### config.mk
export PLATFORM = sky130hd
export DESIGN_NAME = bus_arbiter
export DESIGN_NICKNAME = d
export VERILOG_FILES = /design/src/rtl/bus_pkg.sv /design/src/rtl/bus_addr_decoder.sv /design/src/rtl/bus_arbiter.sv
export SDC_FILE = /design/constraint.sdc
export NUM_CORES = 1
export LEC_CHECK = 0
export ABC_AREA = 0
export CORE_MARGIN = 10
export CORE_UTILIZATION = 36
export DETAILED_ROUTE_END_ITERATION = 16
export PLACE_DENSITY = 0.89
export SYNTH_ARGS = -nofsm -noshare
export SYNTH_HDL_FRONTEND = slang
export SYNTH_SLANG_ARGS = --single-unit
### constraint.sdc
create_clock -name clk -period 4.5 [get_ports clk]
set_clock_uncertainty 0.15 [all_clocks]
set_input_delay 0.675 -clock clk [delete_from_list [all_inputs] [get_ports clk]]
set_output_delay 0.675 -clock clk [all_outputs]
set_load 0.03 [all_outputs]
### src/rtl/bus_pkg.sv
`default_nettype none
// ============================================================================
//  Module      : bus_pkg
//  Description : Shared types and constants for the 8-bit system bus
//                arbiter and its address decoder.
//                - arb_state_t   : arbiter FSM states (IDLE, GNT0, GNT1)
//                - SLV0_BASE     : address region [7:5] of the timer registers
//                - SLV1_BASE     : address region [7:5] of the FIFO/memory slave
//                - DEFAULT_RDATA : read data returned when nothing is selected
//  Revision    : 1.0 - initial release
// ============================================================================
package bus_pkg;

    typedef enum logic [1:0] {
        IDLE = 2'd0,
        GNT0 = 2'd1,
        GNT1 = 2'd2
    } arb_state_t;

    localparam logic [2:0] SLV0_BASE     = 3'b000;
    localparam logic [2:0] SLV1_BASE     = 3'b001;
    localparam logic [7:0] DEFAULT_RDATA = 8'h00;

endpackage : bus_pkg
`default_nettype wire

### src/rtl/bus_addr_decoder.sv
`default_nettype none
// ============================================================================
//  Module      : bus_addr_decoder
//  Description : Combinational slave decode and read-data return mux.
//                Ports:
//                  bus_active_i  - some master currently owns the bus
//                  addr_region_i - shared bus address bits [7:5]
//                  s0_dout_i     - timer register slave read data
//                  s1_dout_i     - FIFO/memory slave read data
//                  s0_sel_o      - timer register slave select
//                  s1_sel_o      - FIFO/memory slave select
//                  m_din_o       - read data returned to the masters
//  Revision    : 1.0 - initial release
// ============================================================================
module bus_addr_decoder
    import bus_pkg::*;
(
    input  logic       bus_active_i,
    input  logic [2:0] addr_region_i,
    input  logic [7:0] s0_dout_i,
    input  logic [7:0] s1_dout_i,
    output logic       s0_sel_o,
    output logic       s1_sel_o,
    output logic [7:0] m_din_o
);

    always_comb begin
        s0_sel_o = bus_active_i && (addr_region_i == SLV0_BASE);
        s1_sel_o = bus_active_i && (addr_region_i == SLV1_BASE);
        m_din_o  = DEFAULT_RDATA;
        if (s0_sel_o) begin
            m_din_o = s0_dout_i;
        end else if (s1_sel_o) begin
            m_din_o = s1_dout_i;
        end
    end

endmodule : bus_addr_decoder
`default_nettype wire

### src/rtl/bus_arbiter.sv
`default_nettype none
// ============================================================================
//  Module      : bus_arbiter
//  Description : Two-master / two-slave shared bus controller. Round-robin
//                arbitration with a hold limit, bus mux of the granted master
//                and slave decode with read-data return.
//                Ports:
//                  clk, reset               - clock, sync active-high reset
//                  M0_req/address/wr/dout   - master 0 request and bus signals
//                  M1_req/address/wr/dout   - master 1 request and bus signals
//                  S0_dout, S1_dout         - slave read data
//                  M0_grant, M1_grant       - registered bus grants
//                  S_address, S_wr, S_din   - shared bus (granted master)
//                  S0_sel, S1_sel           - slave selects
//                  M_din                    - read data to both masters
//  Revision    : 1.0 - initial release
// ============================================================================
module bus_arbiter
    import bus_pkg::*;
#(
    parameter int unsigned MAX_HOLD = 16
) (
    input  logic       clk,
    input  logic       reset,
    input  logic       M0_req,
    input  logic [7:0] M0_address,
    input  logic       M0_wr,
    input  logic [7:0] M0_dout,
    input  logic       M1_req,
    input  logic [7:0] M1_address,
    input  logic       M1_wr,
    input  logic [7:0] M1_dout,
    input  logic [7:0] S0_dout,
    input  logic [7:0] S1_dout,
    output logic       M0_grant,
    output logic       M1_grant,
    output logic [7:0] S_address,
    output logic       S_wr,
    output logic [7:0] S_din,
    output logic       S0_sel,
    output logic       S1_sel,
    output logic [7:0] M_din
);

    // Last cycle of an allowed tenure while the other master contends.
    localparam logic [7:0] HOLD_LAST = 8'(MAX_HOLD - 1);

    arb_state_t state_q, state_d;
    logic       last_q,  last_d;
    logic [7:0] hold_q,  hold_d;

    // ------------------------------------------------------------------
    // State registers
    // ------------------------------------------------------------------
    always_ff @(posedge clk) begin
        if (reset) begin
            state_q <= IDLE;
            last_q  <= 1'b1;
            hold_q  <= 8'd0;
        end else begin
            state_q <= state_d;
            last_q  <= last_d;
            hold_q  <= hold_d;
        end
    end

    // ------------------------------------------------------------------
    // Next-state logic
    // ------------------------------------------------------------------
    always_comb begin
        state_d = state_q;
        case (state_q)
            IDLE: begin
                if (M0_req && M1_req) begin
                    // Tie goes to whoever was not granted most recently.
                    state_d = last_q ? GNT0 : GNT1;
                end else if (M0_req) begin
                    state_d = GNT0;
                end else if (M1_req) begin
                    state_d = GNT1;
                end
            end
            GNT0: begin
                if (!M0_req) begin
                    state_d = M1_req ? GNT1 : IDLE;
                end else if (M1_req && (hold_q == HOLD_LAST)) begin
                    state_d = GNT1;
                end
            end
            GNT1: begin
                if (!M1_req) begin
                    state_d = M0_req ? GNT0 : IDLE;
                end else if (M0_req && (hold_q == HOLD_LAST)) begin
                    state_d = GNT0;
                end
            end
            default: state_d = IDLE;
        endcase
    end

    always_comb begin
        last_d = last_q;
        if (state_d == GNT0) begin
            last_d = 1'b0;
        end else if (state_d == GNT1) begin
            last_d = 1'b1;
        end
    end

    // hold counter: number of cycles already spent in the current grant,
    // restarting at zero on each grant change and saturating at HOLD_LAST.
    always_comb begin
        hold_d = hold_q;
        if ((state_d != state_q) || (state_q == IDLE)) begin
            hold_d = 8'd0;
        end else if (hold_q != HOLD_LAST) begin
            hold_d = hold_q + 8'd1;
        end
    end

    // ------------------------------------------------------------------
    // Grants and bus mux, purely from the registered state so a master
    // loses the bus in the same cycle its grant falls.
    // ------------------------------------------------------------------
    always_comb begin
        M0_grant  = (state_q == GNT0);
        M1_grant  = (state_q == GNT1);
        S_address = 8'h00;
        S_wr      = 1'b0;
        S_din     = 8'h00;
        if (M0_grant) begin
            S_address = M0_address;
            S_wr      = M0_wr;
            S_din     = M0_dout;
        end else if (M1_grant) begin
            S_address = M1_address;
            S_wr      = M1_wr;
            S_din     = M1_dout;
        end
    end

    bus_addr_decoder u_decoder (
        .bus_active_i  (M0_grant || M1_grant),
        .addr_region_i (S_address[7:5]),
        .s0_dout_i     (S0_dout),
        .s1_dout_i     (S1_dout),
        .s0_sel_o      (S0_sel),
        .s1_sel_o      (S1_sel),
        .m_din_o       (M_din)
    );

endmodule : bus_arbiter
`default_nettype wire

Word-level counts from Yosys, hierarchy flattened
Cells that the tools add are included.
{ "word_totals": {"regBits": 11, "input_bits": 54, "out_inout_bits": 29, "word_cells": 44} }
{ "classes": {"addsub": 1, "eq_ne": 8, "mux": 21, "reduce_logical": 11} }
{ "op_table": {"columns": ["op", "count"], "rows": [
  ["8-bit two-way mux", 6],
  ["2-bit two-way mux", 9],
  ["8-bit by 1-bit adder with 8-bit output, second input constant", 1],
  ["8-bit by 4-bit equality test with 1-bit output, second input constant", 1],
  ["8-bit by 4-bit != test with 1-bit output, second input constant", 1],
  ["2-bit case mux with 3 select lines", 1],
  ["1-bit logical AND", 5],
  ["1-bit two-way mux", 5],
  ["2-bit by 1-bit equality test with 1-bit output, second input constant", 2],
  ["2-bit equality test, second input constant", 2],
  ["3-bit by 1-bit equality test with 1-bit output, second input constant", 1],
  ["3-bit logical NOT", 1],
  ["2-bit logical NOT", 1],
  ["1-bit logical OR", 2],
  ["2-bit != test", 1],
  ["2-bit nonzero test", 1],
  ["2-bit OR reduction", 1]
]} }

Logic depth before layout (Yosys ltp)
Gate-level depths: netlist of run 1.
{ "depth": {"depth_word": 8, "mapped_depth": 10, "depth_no_buf": 9} }

Modules after synthesis
From an unflattened synthesis of run 1, not the netlist that was laid out.
{ "unflattened": {"hier_cells": 128, "hier_area_um2": 1062.3} }
{ "by_module_without_submodules": {"columns": ["module", "n_inst", "cells_each", "area_per_inst_um2", "seq_area_each_um2"], "rows": [
  ["bus_arbiter", 1, 106, 915.9, 220.2],
  ["bus_addr_decoder", 1, 22, 146.4, 0.0]
]} }

Worst setup path before layout of run 1
OpenSTA, ideal clock, no wires.
{ "synth_timing": {"path_kind": "reg-to-output", "start": "reg state_q[0]", "end": "out M_din[0]", "arrival_ns": 2.276, "required_time_ns": 3.675, "setup_slack_ns": 1.399, "path_stages_with_launch": 10, "n_path_buf": 2, "cell_sequence": "dfxtp_1 > buf_6 > inv_1 > ha_1 > nor2b_1 > clkbuf_1 > a22o_1 > nor2_1 > nand2_1 > nor2_1"} }
{ "synth_via": {"elab_chain_len": 7, "elab_cells_between_ends": 11, "cone_classes": "eq/ne (3); mux (4); reduce/logical (4)"} }
{ "synth_lines": {"columns": ["item", "line", "text"], "rows": [
  ["start: declaration", "bus_arbiter.sv:48", "arb_state_t state_q, state_d;"],
  ["start signal: assignment", "bus_arbiter.sv:61", "state_q <= state_d;"],
  ["2-bit equality test *", "bus_arbiter.sv:127", "M1_grant = (state_q == GNT1);"],
  ["named net M1_grant", "bus_arbiter.sv:36", "output logic M1_grant,"],
  ["8-bit two-way mux *", "bus_arbiter.sv:135", "end else if (M1_grant) begin"],
  ["8-bit two-way mux *", "bus_arbiter.sv:131", "if (M0_grant) begin"],
  ["named net S_address[6]", "bus_arbiter.sv:37", "output logic [7:0] S_address,"],
  ["3-bit by 1-bit equality test with 1-bit output", "bus_addr_decoder.sv:29", "s1_sel_o = bus_active_i && (addr_region_i == SLV1_BASE);"],
  ["1-bit logical AND", "bus_addr_decoder.sv:29", null],
  ["8-bit two-way mux", "bus_addr_decoder.sv:33", "end else if (s1_sel_o) begin"],
  ["8-bit two-way mux *", "bus_addr_decoder.sv:31", "if (s0_sel_o) begin"],
  ["end: declaration", "bus_arbiter.sv:42", "output logic [7:0] M_din"]
]} }
The timed path passes the listed nets; every way through them passes the cells marked *.

Worst setup path in the final report of run 1
{ "layout_timing": {"start": "reg state_q[0]", "end": "out M_din[5]"} }
{ "layout_via": {"elab_chain_len": 7, "elab_cells_between_ends": 11, "cone_classes": "eq/ne (3); mux (4); reduce/logical (4)"} }
{ "layout_lines": {"columns": ["item", "line"], "rows": [
  ["2-bit equality test", "bus_arbiter.sv:127"],
  ["8-bit two-way mux", "bus_arbiter.sv:135"],
  ["8-bit two-way mux", "bus_arbiter.sv:131"],
  ["3-bit by 1-bit equality test with 1-bit output", "bus_addr_decoder.sv:29"],
  ["1-bit logical AND", "bus_addr_decoder.sv:29"],
  ["8-bit two-way mux", "bus_addr_decoder.sv:33"],
  ["8-bit two-way mux *", "bus_addr_decoder.sv:31"]
]} }
Every way passes the cells marked *; elsewhere a longest branch is shown, timed or not.

==> run summary, run 1 <==
outcome -> finished clean
top_reg_cell synth -> dfxtp_1
Pwr Total -> 0.000662 W
DR iter-0 viols -> 38
Syn Area/Cell -> 8.34 um^2
Ant. Diodes -> 0
Cell Area, Synth -> 1070 um^2
Synth Register Bits -> 11
Placeable Area -> 2810 um^2
wire per inst -> 19.5 um
most used cell, CP -> nor2_1
Max Fanout on Critical Path -> 22
largest net degree at the start of global routing -> 23
CP startpoint -> state_q[0]
initial antenna violation count -> 0
reg2reg end -> hold_q[0]
Final Hold Vio Count -> 0
Die ar. -> 5540 um^2
Gate Count Post-Synth -> 128
Register-to-Register Path Depth -> 6
Worst Tran Pin Value -> 734 ps
min cycle time layout -> 3990 ps
nets -> 270
syn_nets -> 188
Worst path max stage delay -> 700 ps
Final setup violation count -> 0
Critical Path RT -> 3670 ps
DR vias -> 1312
VDD IR max -> 0.204 mV
Worst-path clk slew -> 80 ps
HPWL after DPL -> 3970 um
uppermost layer routed -> met4
Post-CTS Hold Buffers -> 0
relative max-transition margin -> 0.511
FMAX -> 251 MHz
grt ovf -> 0
Total GRT Usage -> 0.155
Seq/Total Area, Yosys -> 0.206
Min-Delay Path Class -> reg2reg
Setup TNS Final -> 0 ps
final worst path period share -> 0.887
PostCTS Resize Cnt -> 0
crit path DAT -> 3170 ps
Async S/R FF share, synth -> 0
R2R Setup Slk -> 1800 ps
Multi-input gate area -> 777 um^2
Inserted Clock Buffers -> 3
first-pass GRT wire length -> 6760 um
DRT Pass-1 Iters -> 4
ratio of cells with drive above 1 in the final layout -> 0.0766
IO Count -> 83
unrepaired setup endpoints after global routing -> false
Port Buffer Count -> 82
vias in the first global route -> 1291
fillers -> 229
crit path kind -> reg2out
clk buf depth -> 2
final-report max-slew violation count -> 0
CTS HTree Levels -> 1
worst setup path endpoint -> M_din[5]
Max-Cap Viols -> 0
CP endpoint kind -> primary output
Die W -> 74.5 um
leakage -> 0.771 nW
Final GP Congestion -> 0.801
worst skew pair latency -> 280 ps
DRC Markers -> 0
WL met2 -> 2470 um
effective utilization at floorplan -> 0.380
Met3 Wirelength -> 456 um
setup bufs post-CTS -> 0
Die Ht -> 74.5 um
reg2reg start -> state_q[1]
clock tree from TritonCTS -> built
row count -> 19
Root Buffer -> clkbuf_4
worst path cell trace -> ha_1 > nor2b_1 > a22o_1 > nor2_1 > nand2_1 > nor2_1 > clkdlybuf4s50_1
Hold Startpoint -> last_q
WL final -> 4670 um
startpoint types -> flip-flop
Post-synth EDFFs -> 0
power per cell area -> 345 nW/um^2
register area -> 220 um^2
Via density -> 5.47
Max stage delay cell, worst path -> ha_1
antenna-violating nets left -> 0
area delta synth->final -> 79.7%
WL met1 -> 1680 um
post-synthesis cell type count -> 38
Synth Warn # -> 0
CTS sink cnt -> 11
==> metal layers <==
| layer | vias to the layer above | global-route usage |
|---|---|---|
| li1 | 643 | - |
| met1 | 610 | 0.152 |
| met2 | 53 | 0.302 |
| met3 | 6 | 0.0492 |
| met4 | 0 | 0.0462 |
| met5 | - | 0 |
==> critical path: cells and delay by family (launching register included) <==
kind | cells | cell delay (ps)
AOI/OAI and AO/OA | 1 | 250
DFF | 1 | 530
and+or+nand+nor | 4 | 710
adders and majority gates | 1 | 700
buffers and inverters | 1 | 690
==> cells in the mapped netlist (2+ instances only) <==
library cell | count | share of area
o211ai_1 | 2 | 0.014
a211oi_1 | 2 | 0.014
a31oi_1 | 2 | 0.012
nand2_1 | 5 | 0.018
a22o_1 | 16 | 0.13
nor3_1 | 10 | 0.047
nand4b_1 | 2 | 0.016
nand2b_1 | 3 | 0.018
nand3_1 | 4 | 0.019
nor2b_1 | 2 | 0.012
a21oi_1 | 4 | 0.019
dfxtp_1 | 11 | 0.21
clkbuf_1 | 4 | 0.014
xor2_1 | 3 | 0.025
nor2_1 | 14 | 0.049
xnor2_1 | 3 | 0.025
ha_1 | 6 | 0.070
mux2i_1 | 11 | 0.10
inv_1 | 5 | 0.018
==> where the power goes <==
group | total, W | internal, W | switching [W]
clock network | 0.0000705 | 0.0000330 | 0.0000375
registers | 0.000119 | 0.000106 | 0.0000127
logic | 0.000473 | 0.000213 | 0.000260
==> registers in the layout, summed over array words and instances (netlist names) <==
register	flops
hold_q	8
state_q	2
last_q	1
==> logic make-up (layout without fill, tap and decap cells) <==
family          count (synthesis)  in the layout  synth area share
simple gates                   47             47             0.236
fa+ha+maj                       6              6            0.0703
flops                          11             11             0.206
mux                            11             11             0.103
buf+inv                        12             93            0.0656
xor+xnor                        6              6            0.0492
compound gates                 35             35             0.270
==> through the flow <==
stage	util	setup WS [ps]	instance area (um^2)	hold slack, ps	std cells
final	0.684	509	1920	385	240
after global routing	0.684	294	1920	423	240
after CTS	0.684	506	1920	386	240
after detailed placement	0.674	820	1890	366	236
after global placement	0.674	1020	1890	348	236
after floorplan	-	1400	1070	322	128
==> cell usage in the layout (no fill, tap or decap), drive strengths merged, types with 3 or more instances in the layout <==
master and count:
a211oi 3, a21oi 4, nor3 10, nand3 4
o211ai 3, mux2i 11, inv 5, nand2b 4
xnor2 3, clkdlybuf4s50 82, ha 6, nor2 14
dfxtp 11, clkbuf 3, a22o 16, nand2 5
xor2 3
==> worst min path at each step <==
stage	end	slack (ps)	depth (start not counted)
6_report	last_q	380	2
5_1_grt	last_q	420	2
4_1_cts	last_q	390	2
3_5_place_dp	last_q	370	2
3_3_place_gp	last_q	350	2
2_1_floorplan	last_q	320	2
==> layout make-up <==
| type | instances | area share |
|---|---|---|
| timing repair buffer | 84 | 0.436 |
| multi-input combinational | 105 | 0.405 |
| sequential | 11 | 0.115 |
| tap | 31 | 0.0202 |
| clock buffer | 3 | 0.0117 |
| inverter | 5 | 0.00978 |
| clock inverter | 1 | 0.00261 |
Note: power is estimated with default switching activity, not from simulation.
==> run 2, diff against run 1 <==
--- a/config.mk
+++ b/config.mk
@@ -7,9 +7,10 @@
 export LEC_CHECK = 0
 export ABC_AREA = 0
 export CORE_MARGIN = 10
-export CORE_UTILIZATION = 36
+export CORE_UTILIZATION = 33
+export CTS_CLUSTER_DIAMETER = 100
 export DETAILED_ROUTE_END_ITERATION = 16
-export PLACE_DENSITY = 0.89
+export PLACE_DENSITY = 0.83
 export SYNTH_ARGS = -nofsm -noshare
 export SYNTH_HDL_FRONTEND = slang
 export SYNTH_SLANG_ARGS = --single-unit
==> constraint.sdc (replaced) <==
create_clock -name clk -period 4 [get_ports clk]
set_clock_uncertainty 0.15 [all_clocks]
set_input_delay 0.6 -clock clk [delete_from_list [all_inputs] [get_ports clk]]
set_output_delay 0.6 -clock clk [all_outputs]
set_load 0.03 [all_outputs]
==> run 2 against run 1 <==
Net effect:
- setup slack worse by 81 ps
- sequential power is 13% higher
- critical endpoint is now M_din[0]
- first-iteration DRC count is 39% higher
- routed wire length is 1.6% higher
- global-route usage is 0.053 points higher
- power is 13% higher
- via count is 0.23% higher
- sequential share of layout area is 0.13 points lower
- utilization is 5.3 points lower
- critical path type unchanged
- highest routed layer unchanged
- flip-flop and latch count stayed put
- hold slack better by 29 ps
- die area is 6.6% higher
- largest cell class unchanged
==> run summary, run 2 (synthesis results as in run 1) <==
CTS sink cnt -> 11
leakage -> 0.774 nW
Hold Startpoint -> hold_q[1]
Max Fanout on Critical Path -> 10
max reg flops -> 8
Final Hold Vio Count -> 0
total placed cells including tap cells -> 250
DRC Markers -> 0
VDD IR max -> 0.217 mV
Top Registers -> hold_q (8), state_q (2), last_q (1)
DR vias -> 1315
outcome -> finished clean
reg2reg start -> state_q[0]
CTS HTree Levels -> 1
most frequent cells in the layout -> clkdlybuf4s50_1, a22o_1, nor2_1, mux2i_1, dfxtp_1
relative max-transition margin -> 0.529
FMAX -> 280 MHz
Max-Cap Viols -> 0
Port Buffer Count -> 82
vias in the first global route -> 1357
IO Count -> 83
row count -> 20
largest net degree at the start of global routing -> 15
DRT Pass-1 Iters -> 4
WL final -> 4750 um
Final setup violation count -> 0
Ant. Diodes -> 0
Hold Path End -> hold_q[1]
power per cell area -> 386 nW/um^2
Worst Tran Pin Value -> 687 ps
reg2reg end -> hold_q[7]
clk buf depth -> 2
Register-to-Register Path Depth -> 7
min cycle time layout -> 3570 ps
Max stage delay cell, worst path -> clkdlybuf4s50_1
wire per inst -> 18.7 um
Critical Path RT -> 3250 ps
Total GRT Usage -> 0.156
fillers -> 275
worst skew pair latency -> 280 ps
Final Non-Filler Cells -> 254
HPWL after DPL -> 4070 um
Min-Delay Path Class -> reg2reg
effective utilization at floorplan -> 0.347
initial antenna violation count -> 0
crit path DAT -> 2820 ps
PostCTS Resize Cnt -> 0
Placeable Area -> 3080 um^2
Die ar. -> 5910 um^2
grt ovf -> 0
commonest non-fill, non-tap cell in the layout -> clkdlybuf4s50_1
Via density -> 5.18
hold_ws -> 414 ps
final worst path period share -> 0.893
DR iter-0 viols -> 53
hold depth -> 2
Die W -> 76.9 um
nets -> 271
largest reg by FF count -> hold_q
setup bufs post-CTS -> 0
R2R Setup Slk -> 1500 ps
unrepaired setup endpoints after global routing -> false
Post-CTS Hold Buffers -> 0
Worst-path clk slew -> 70 ps
Root Buffer -> clkbuf_4
worst path cell trace -> inv_1 > ha_1 > nor2b_1 > a22o_1 > nor2_1 > nand2_1 > nor2_1 > clkdlybuf4s50_1
ratio of cells with drive above 1 in the final layout -> 0.0762
CP endpoint kind -> primary output
antenna-violating nets left -> 0
startpoint types -> flip-flop
first-pass GRT wire length -> 7510 um
Worst path max stage delay -> 690 ps
crit path kind -> reg2out
area delta synth->final -> 81.8%
clock tree from TritonCTS -> built
final-report max-slew violation count -> 0
Die Ht -> 76.9 um
most used cell, CP -> nor2_1
Setup TNS Final -> 0 ps
Inserted Clock Buffers -> 3
Final GP Congestion -> 0.831
-- run 2: worst max-delay path by stage --
stage                  start       end  slack, ps  depth (start not counted)
3_3_place_gp   M0_address[6]  M_din[2]        810                          6
3_5_place_dp      state_q[0]  M_din[0]        740                          8
5_1_grt           state_q[0]  M_din[2]        200                          8
6_report          state_q[0]  M_din[0]        430                          8
2_1_floorplan     state_q[0]  M_din[0]        970                          9
4_1_cts           state_q[0]  M_din[0]        430                          8
-- run 2: layout make-up --
class,instances,area (um^2),share of cell area
multi-input cells,105,777,0.400
repair buffers,85,843,0.435
well taps,44,55.1,0.0284
clock buffers,4,26.3,0.0135
flip-flops and latches,11,220,0.113
inverters,5,18.8,0.00967
-- run 2: layer usage --
metal,vias up,GRT usage,wire length [um]
li1,643,-,-
met1,610,0.155,1820
met2,57,0.304,2520
met3,5,0.0455,362
met4,0,0.0390,40
met5,-,0,0
-- run 2: per-stage QoR --
step	total power [W]	instance area [um^2]	setup slack [ps]	util
4_1_cts	0.000751	1940	431	0.630
3_5_place_dp	0.000671	1910	738	0.622
5_1_grt	0.000794	1940	201	0.630
2_1_floorplan	0.000456	1070	974	-
6_report	0.000749	1940	428	0.630
3_3_place_gp	0.000659	1910	815	0.622
-- run 2: power breakdown --
part / total [W] / switching, W / internal (W)
clock: 0.0000798 / 0.0000410 / 0.0000388
sequential: 0.000135 / 0.0000158 / 0.000119
combinational: 0.000534 / 0.000292 / 0.000242
total: 0.000749 / 0.000349 / 0.000400
-- run 2: worst max-delay path: cells and delay by family (launching register included) --
kind                     cells  cell delay, ps
adder cells (fa/ha/maj)      1             260
flip-flops                   1             540
buffers and inverters        2             800
AND/OR/NAND/NOR              4             700
AO/OA/AOI/OAI                1             220
==> run 3, diff against run 2 <==
--- a/config.mk
+++ b/config.mk
@@ -6,7 +6,7 @@
 export NUM_CORES = 1
 export LEC_CHECK = 0
 export ABC_AREA = 0
-export CORE_MARGIN = 10
+export CORE_MARGIN = 2
 export CORE_UTILIZATION = 33
 export CTS_CLUSTER_DIAMETER = 100
 export DETAILED_ROUTE_END_ITERATION = 16
==> run 3 against run 2 <==
Net effect:
- first-iteration DRC count grew 53%
- via count shrank 0.68%
- routed wire length shrank 18%
- critical endpoint is now M_din[4]
- largest cell class unchanged
- largest power group unchanged
==> run summary, run 3 (synthesis results as in run 1) <==
outcome -> finished clean
effective utilization at floorplan -> 0.350
Ant. Diodes -> 0
Max-Cap Viols -> 0
Register-to-Register Path Depth -> 7
register area -> 220 um^2
final-report max-slew violation count -> 0
clock tree from TritonCTS -> built
DR iter-0 viols -> 81
DRT Pass-1 Iters -> 4
pre-CTS WS -> 319 ps
IO Count -> 83
Root Buffer -> clkbuf_4
startpoint types -> flip-flop
Post-CTS Hold Buffers -> 0
VDD IR max -> 0.222 mV
reg2reg end -> hold_q[0]
largest reg by FF count -> hold_q
first-pass GRT wire length -> 5580 um
Multi-input gate area -> 779 um^2
R2R Setup Slk -> 1460 ps
antenna-violating nets left -> 0
worst skew pair latency -> 270 ps
CTS HTree Levels -> 1
Die Ht -> 60.9 um
grt ovf -> 0
Die ar. -> 3710 um^2
wire per inst -> 15.3 um
min cycle time layout -> 3660 ps
Worst path max stage delay -> 700 ps
sequential share of power -> 0.181
Critical Path RT -> 3250 ps
power per cell area -> 380 nW/um^2
Hold Startpoint -> last_q
DR vias -> 1306
crit path kind -> reg2out
most used cell, CP -> nor2_1
CP endpoint kind -> primary output
Port Buffer Count -> 82
Via density -> 5.16
switching power -> 0.000337 W
Clk pwr share -> 0.100
clk buf depth -> 2
reg2reg start -> state_q[1]
vias in the first global route -> 1235
Inserted Clock Buffers -> 3
Hold Path End -> last_q
HPWL after DPL -> 3250 um
largest net degree at the start of global routing -> 22
crit path DAT -> 2910 ps
relative max-transition margin -> 0.551
Pwr Total -> 0.000736 W
initial antenna violation count -> 0
max reg flops -> 8
Final GP Congestion -> 0.869
Total GRT Usage -> 0.200
unrepaired setup endpoints after global routing -> false
Min-Delay Path Class -> reg2reg
Final Hold Vio Count -> 0
Die W -> 60.9 um
internal power -> 0.000398 W
final worst slack -> 337 ps
nets -> 270
hold depth -> 2
WL final -> 3870 um
CTS sink cnt -> 11
leakage -> 0.769 nW
Final setup violation count -> 0
most frequent cells in the layout -> clkdlybuf4s50_1, a22o_1, nor2_1, mux2i_1, dfxtp_1
fillers -> 285
CP delay by family, top -> buffers and inverters
worst path cell trace -> inv_1 > ha_1 > nor2b_2 > a22o_1 > nor2_1 > nand2_1 > nor2_1 > clkdlybuf4s50_1
area delta synth->final -> 81.4%
ratio of cells with drive above 1 in the final layout -> 0.0766
Worst-path clk slew -> 60 ps
FMAX -> 273 MHz
final worst path period share -> 0.916
Top Registers -> hold_q (8), state_q (2), last_q (1)
commonest non-fill, non-tap cell in the layout -> clkdlybuf4s50_1
combinational fraction of design power -> 0.718
row count -> 20
Worst Tran Pin Value -> 654 ps
Max Fanout on Critical Path -> 16
DRC Markers -> 0
Setup TNS Final -> 0 ps
Net Sw Frac -> 0.459
Placeable Area -> 3050 um^2
Max stage delay cell, worst path -> clkdlybuf4s50_1
critical path buffer and inverter count -> 2
run 3: power groups by stage:
stage          registers [W]  logic [W]  clock network [W]
6_report            0.000134   0.000528          0.0000738
5_1_grt             0.000136   0.000564          0.0000856
4_1_cts             0.000133   0.000530          0.0000767
3_5_place_dp        0.000136   0.000528                  0
3_3_place_gp        0.000135   0.000517                  0
2_1_floorplan       0.000129   0.000327                  0
run 3: layout make-up:
cell class / instances / area share
Sequential cell: 11 / 0.114
Timing Repair Buffer: 84 / 0.432
Clock buffer: 4 / 0.0136
Tap cell: 44 / 0.0284
Inverter: 5 / 0.00970
Multi-Input combinational cell: 105 / 0.403
run 3: per-layer routing:
metal | track usage | wire (um) | up-vias
li1 | - | - | 643
met1 | 0.198 | 1310 | 586
met2 | 0.384 | 2050 | 69
met3 | 0.0597 | 429 | 8
met4 | 0.0807 | 82 | 0
met5 | 0 | 0 | -
run 3: worst max path at each step:
stage,start,end,slack (ps),cells after the start
global placement,state_q[0],M_din[1],410,8
finish,state_q[0],M_din[4],340,8
detailed placement,state_q[0],M_din[4],320,8
CTS,state_q[0],M_din[4],20,8
floorplan,state_q[0],M_din[0],970,9
global route,state_q[0],M_din[5],60,8
run 3: stage by stage:
stage	hold WS (ps)	utilization	instance area (um^2)	instances
after floorplan	322	-	1070	128
after global placement	344	0.625	1910	249
after detailed placement	358	0.625	1910	249
after CTS	374	0.633	1930	253
after global routing	407	0.634	1940	253
final	370	0.634	1940	253
run 3: repair_timing:
action | in CTS | in global routing
setup endpoints to repair | 0 | 10
resized for setup | 0 | 1
buffers inserted | 0 | 0
run 3: worst register-to-register path: cells and delay by family, from the launching register on:
family	cells	cell delay [ps]
buffers and inverters	2	330
AND/OR/NAND/NOR	2	320
flip-flops	1	430
AO/OA/AOI/OAI	1	330
adder cells (fa/ha/maj)	1	220
multiplexers	1	620
